$ cat src/rtl/axi_stream_to_uart_tx.sv
// AXI-Stream to UART transmitter: each accepted beat is sent as NUM_WORDS back-to-back frames,
// LSB word first and LSB bit first, on a registered tx line that idles high.
module axi_stream_to_uart_tx #(
  parameter int unsigned CLOCKS_PER_PULSE = 4,
  parameter int unsigned BITS_PER_WORD    = 8,
  parameter int unsigned W_IN             = 16,
  parameter int unsigned NUM_STOP         = 1
) (
  input  logic            clk,
  input  logic            rstn,
  input  logic            s_valid,
  output logic            s_ready,
  input  logic [W_IN-1:0] s_data,
  output logic            tx,
  output logic            busy
);

  localparam int unsigned NUM_WORDS   = W_IN / BITS_PER_WORD;
  localparam int unsigned STOP_CLOCKS = NUM_STOP * CLOCKS_PER_PULSE;
  localparam int unsigned W_CLK  = (STOP_CLOCKS > 1) ? $clog2(STOP_CLOCKS) : 1;
  localparam int unsigned W_BIT  = (BITS_PER_WORD > 1) ? $clog2(BITS_PER_WORD) : 1;
  localparam int unsigned W_WORD = (NUM_WORDS > 1) ? $clog2(NUM_WORDS) : 1;

  if ((W_IN % BITS_PER_WORD) != 0) begin : g_bad_width
    $error("W_IN must be an integer multiple of BITS_PER_WORD");
  end

  typedef enum logic [1:0] {StIdle, StStart, StData, StStop} state_t;

  state_t              r_state, w_state_d;
  logic [W_CLK-1:0]    r_c_clocks, w_c_clocks_d;
  logic [W_BIT-1:0]    r_c_bits, w_c_bits_d;
  logic [W_WORD-1:0]   r_c_words, w_c_words_d;
  logic [W_IN-1:0]     r_shift, w_shift_d, w_shift_next;
  logic                r_tx, w_tx_d;
  logic                r_s_ready, w_s_ready_d;
  logic                r_busy, w_busy_d;

  assign w_shift_next = r_shift >> 1;

  always_ff @(posedge clk or negedge rstn) begin
    if (!rstn) begin
      r_state    <= StIdle;
      r_c_clocks <= '0;
      r_c_bits   <= '0;
      r_c_words  <= '0;
      r_shift    <= '0;
      r_tx       <= 1'b1;
      r_s_ready  <= 1'b0;
      r_busy     <= 1'b0;
    end else begin
      r_state    <= w_state_d;
      r_c_clocks <= w_c_clocks_d;
      r_c_bits   <= w_c_bits_d;
      r_c_words  <= w_c_words_d;
      r_shift    <= w_shift_d;
      r_tx       <= w_tx_d;
      r_s_ready  <= w_s_ready_d;
      r_busy     <= w_busy_d;
    end
  end

  always_comb begin
    w_state_d    = r_state;
    w_c_clocks_d = r_c_clocks;
    w_c_bits_d   = r_c_bits;
    w_c_words_d  = r_c_words;
    w_shift_d    = r_shift;
    w_tx_d       = r_tx;
    w_s_ready_d  = r_s_ready;
    w_busy_d     = r_busy;
    case (r_state)
      StIdle: begin
        // Ready rises one edge after reset release and stays up until the handshake
        w_tx_d      = 1'b1;
        w_s_ready_d = 1'b1;
        if (s_valid && r_s_ready) begin
          w_shift_d    = s_data;
          w_s_ready_d  = 1'b0;
          w_busy_d     = 1'b1;
          w_tx_d       = 1'b0;
          w_c_clocks_d = '0;
          w_state_d    = StStart;
        end
      end
      StStart: begin
        if (r_c_clocks == W_CLK'(CLOCKS_PER_PULSE - 1)) begin
          w_c_clocks_d = '0;
          w_tx_d       = r_shift[0];
          w_state_d    = StData;
        end else begin
          w_c_clocks_d = r_c_clocks + W_CLK'(1);
        end
      end
      StData: begin
        if (r_c_clocks == W_CLK'(CLOCKS_PER_PULSE - 1)) begin
          w_c_clocks_d = '0;
          w_shift_d    = w_shift_next;
          if (r_c_bits == W_BIT'(BITS_PER_WORD - 1)) begin
            w_c_bits_d = '0;
            w_tx_d     = 1'b1;
            w_state_d  = StStop;
          end else begin
            w_c_bits_d = r_c_bits + W_BIT'(1);
            w_tx_d     = w_shift_next[0];
          end
        end else begin
          w_c_clocks_d = r_c_clocks + W_CLK'(1);
        end
      end
      StStop: begin
        if (r_c_clocks == W_CLK'(STOP_CLOCKS - 1)) begin
          w_c_clocks_d = '0;
          // Next word starts on this edge with no idle gap
          if (r_c_words < W_WORD'(NUM_WORDS - 1)) begin
            w_c_words_d = r_c_words + W_WORD'(1);
            w_tx_d      = 1'b0;
            w_state_d   = StStart;
          end else begin
            w_c_words_d = '0;
            w_tx_d      = 1'b1;
            w_s_ready_d = 1'b1;
            w_busy_d    = 1'b0;
            w_state_d   = StIdle;
          end
        end else begin
          w_c_clocks_d = r_c_clocks + W_CLK'(1);
        end
      end
      default: w_state_d = StIdle;
    endcase
  end

  assign tx      = r_tx;
  assign s_ready = r_s_ready;
  assign busy    = r_busy;

endmodule
$ cat config.mk
export PLATFORM = sky130hd
export DESIGN_NAME = axi_stream_to_uart_tx
export DESIGN_NICKNAME = d
export VERILOG_FILES = /design/src/rtl/axi_stream_to_uart_tx.sv
export SDC_FILE = /design/constraint.sdc
export NUM_CORES = 1
export LEC_CHECK = 0
export CORE_UTILIZATION = 45
export DETAILED_ROUTE_END_ITERATION = 10
export PLACE_DENSITY = 0.74
export RECOVER_POWER = 25
export SLEW_MARGIN = 20
export SYNTH_ARGS = -nofsm -noshare
export SYNTH_HDL_FRONTEND = slang
export SYNTH_SLANG_ARGS = --single-unit
export TNS_END_PERCENT = 10
$ cat constraint.sdc
create_clock -name clk -period 3.2 [get_ports clk]
set_clock_uncertainty 0.05 [all_clocks]
set_input_delay 0.8 -clock clk [delete_from_list [all_inputs] [get_ports clk]]
set_output_delay 0.8 -clock clk [all_outputs]
set_load 0.03 [all_outputs]
==> summary.txt <==
STA
  – Crit path time final: 2.41 ns
  – Final setup viols: 0
  – Count of pins over their slew limit: 0
  – Worst slew pin tran: 0.660 ns
  – Final period util: 75.2%
  – RSZ-0062 raised after global routing: no
  – Final number of hold-violating endpoints: 0
  – TNS Setup: 0 ns
  – Rel. slew slack: 55.9%
  – Fmax achieved: 416 MHz

Drt
  – Avg WL per Cell: 13.9 um
  – WL final: 2460 um
  – Final ANT Viol Nets: 0
  – DR iter-0 viols: 16
  – DRT Pass-1 Iters: 4
  – Via count: 899
  – Vias per cell: 5.08
  – DRC viols: 0

Setup path
  – CP peak stage delay: 0.66 ns
  – Crit path max-delay cell type: clkdlybuf4s50_1
  – Worst path required time: 2.35 ns
  – Levels on crit path: 1
  – CP max FO: 2
  – Worst Setup Start Kind: flip-flop
  – CP arrival: 1.56 ns
  – Worst reg2reg path depth: 5
  – Cell family with most CP delay: buffers and inverters
  – Crit end category: output pin
  – Crit Path Class: reg -> out
  – WP buf/inv: 1
  – Crit path cell chain: clkdlybuf4s50_1

Placement
  – Placed insts: 173
  – GP Congestion: 0.779
  – HPWL after DPL: 1820 um
  – Port Buf Inserts: 21
  – Placement Cell Area: 1730 sq um

Logic synthesis
  – Leading post-synthesis cells by cell area: dfrtp_1 (44%), mux2_2 (18%), mux2_4 (10%)
  – Part of the Yosys area used for sequential elements: 45.4%
  – Synthesized flop and latch total: 27
  – Synth warn: 0
  – Share of the synthesized area in the top cell type: 43.7%
  – Syn nets: 136
  – Post-Syn Area: 1490 sq um
  – Post-Syn Instances: 110
  – Post-synth cell types: 31
  – Mean Syn Cell Area: 13.5 sq um
  – Post-synth top area cell: dfrtp_1

CTS
  – Max clock buf depth: 2
  – Hold-fix buffers, CTS: 0
  – Clock slew at reported path FFs: 0.16 ns
  – Postcts setup bufs: 0
  – CTS tree: done
  – Post-CTS sizing: 0
  – Max H-tree Level: 1
  – Root Buffer: clkbuf_4
  – Sinks on Clock Net: 27
  – Skew-Pair Late Insertion Delay: 0.34 ns
  – Num CTS Buffers: 3

Floorplanning
  – FP Rows: 20
  – Die H: 59.5 um
  – Die span in x: 59.5 um
  – Core Box Area: 3100 sq um
  – Initial Util: 48.0%
  – Ports: 22
  – Die Area: 3550 sq um

Power and ir drop
  – Power per cell area: 1010 nW/um^2
  – VDD IR max: 0.415 mV
  – Leakage power: 0.738 nW

Cells and area
  – Area of the multi-input gates: 747 sq um
  – FF+latch area: 677 sq um
  – N_diodes: 0
  – Post-route cell area: 1750 sq um
  – Post-Layout Cell Count: 177
  – Area grow syn2layout: 17.4%
  – Layout net count: 160
  – Share of layout cells above drive strength 1: 33.8%
  – Fill cell total of the finished layout: 289

Job
  – Maxcap violations: 0

Global routing
  – Vias in the first global route: 963
  – Overflow after GRT: 0
  – Global-route wire length before repair: 4310 um
  – Largest net degree at the start of global routing: 18
  – Initial antenna violation count: 0
  – Total GRT Usage: 16.2%

Run status
  – Outcome: complete, no violations

Worst hold path
  – Hold Crit Class: reg -> reg
  – Min-Delay Path Depth: 2
## layout by cell type (no fill, tap or decap), drive strengths merged, types with 2 or more instances in the layout
| master | netlist | routed |
|---|---|---|
| nor3 | 2 | 2 |
| nand2b | 3 | 3 |
| clkbuf | 0 | 3 |
| clkdlybuf4s50 | 0 | 20 |
| dfrtp | 26 | 26 |
| ha | 7 | 7 |
| nand2 | 4 | 4 |
| buf | 4 | 2 |
| a21oi | 6 | 6 |
| mux2 | 34 | 34 |
| nor2b | 2 | 2 |
| nor2 | 2 | 2 |
| inv | 4 | 4 |
| o21ai | 4 | 4 |
## cell usage after synthesis (all sizes together)
master / n
mux2: 34
dfrtp: 26
ha: 7
a21oi: 6
buf: 4
inv: 4
nand2: 4
o21ai: 4
nand2b: 3
nor2: 2
nor2b: 2
nor3: 2
a21bo: 1
a21boi: 1
a21o: 1
a22oi: 1
a311oi: 1
a31oi: 1
dfstp: 1
o2111ai: 1
o211ai: 1
o2bb2ai: 1
o32a: 1
xnor2: 1
## layer usage
metal / GRT usage, % / vias up / part of all wire, %
li1: - / 441 / -
met3: 2.18 / 2 / 2.3
met1: 20.3 / 442 / 48
met2: 27.4 / 14 / 49
met5: 0 / - / 0
met4: 7.64 / 0 / 0.41
## through the flow
step / util [%] / worst slack (ns) / hold WS, ns / power, mW
after CTS: 56.6 / 0.776 / 0.471 / 1.80
after global routing: 56.4 / 0.744 / 0.501 / 1.92
after floorplan: - / 1.42 / 0.404 / 1.48
final: 56.4 / 0.794 / 0.465 / 1.77
after global placement: 55.6 / 0.660 / 0.426 / 1.59
after detailed placement: 55.6 / 0.636 / 0.436 / 1.65
## report_power, final
| part | switching [mW] | internal, mW | leakage [nW] | total [mW] |
|---|---|---|---|---|
| Combinational | 0.412 | 0.563 | 0.409 | 0.975 |
| Sequential | 0.118 | 0.524 | 0.316 | 0.642 |
| Clock | 0.108 | 0.0479 | 0.0139 | 0.156 |
## final cells by class
cell class / count / area share (%)
clock inverters: 1 / 0.429
clock buffers: 3 / 1.29
repair buffers: 23 / 12.9
well taps: 44 / 3.15
inverters: 4 / 0.858
flip-flops and latches: 27 / 38.7
multi-input cells: 75 / 42.7
## flip-flops by register name, indices dropped and copies added, names as in the netlist
name / cells
r_shift: 16
r_c_clocks: 2
tx: 1
busy: 1
r_state: 2
r_c_words: 1
r_c_bits: 3
s_ready: 1
## worst register-to-register path, cell delays in order (launching register included)
cell	delay [ns]
dfrtp_1	0.44
inv_1	0.11
ha_1	0.27
nand2_1	0.22
a21oi_4	0.60
mux2_2	0.41
## logic make-up (layout without fill, tap and decap cells)
group	Yosys count	after routing	synth area share (%)
AO/OA/AOI/OAI	20	20	10.4
XOR/XNOR	1	1	0.588
adder cells (fa/ha/maj)	7	7	5.88
buffers and inverters	8	31	3.95
flip-flops	27	27	45.4
multiplexers	34	34	28.2
AND/OR/NAND/NOR	13	13	5.54
## path summary, 6_finish.rpt
kind                       slack (ns)                   endpoint                 startpoint
max                              0.79                         tx             tx$_DFFE_PN1P_
min                              0.47  r_c_clocks[1]$_DFFE_PN0P_  r_c_clocks[1]$_DFFE_PN0P_
max reg2reg                      1.01     r_shift[2]$_DFFE_PN0P_     r_state[0]$_DFFE_PN0P_
min reg2reg                      0.47  r_c_clocks[1]$_DFFE_PN0P_  r_c_clocks[1]$_DFFE_PN0P_
max in group asynchronous        1.65    r_c_bits[2]$_DFFE_PN0P_                       rstn
min in group asynchronous        0.82    r_shift[13]$_DFFE_PN0P_                       rstn
Note: power is estimated with default switching activity, not from simulation.
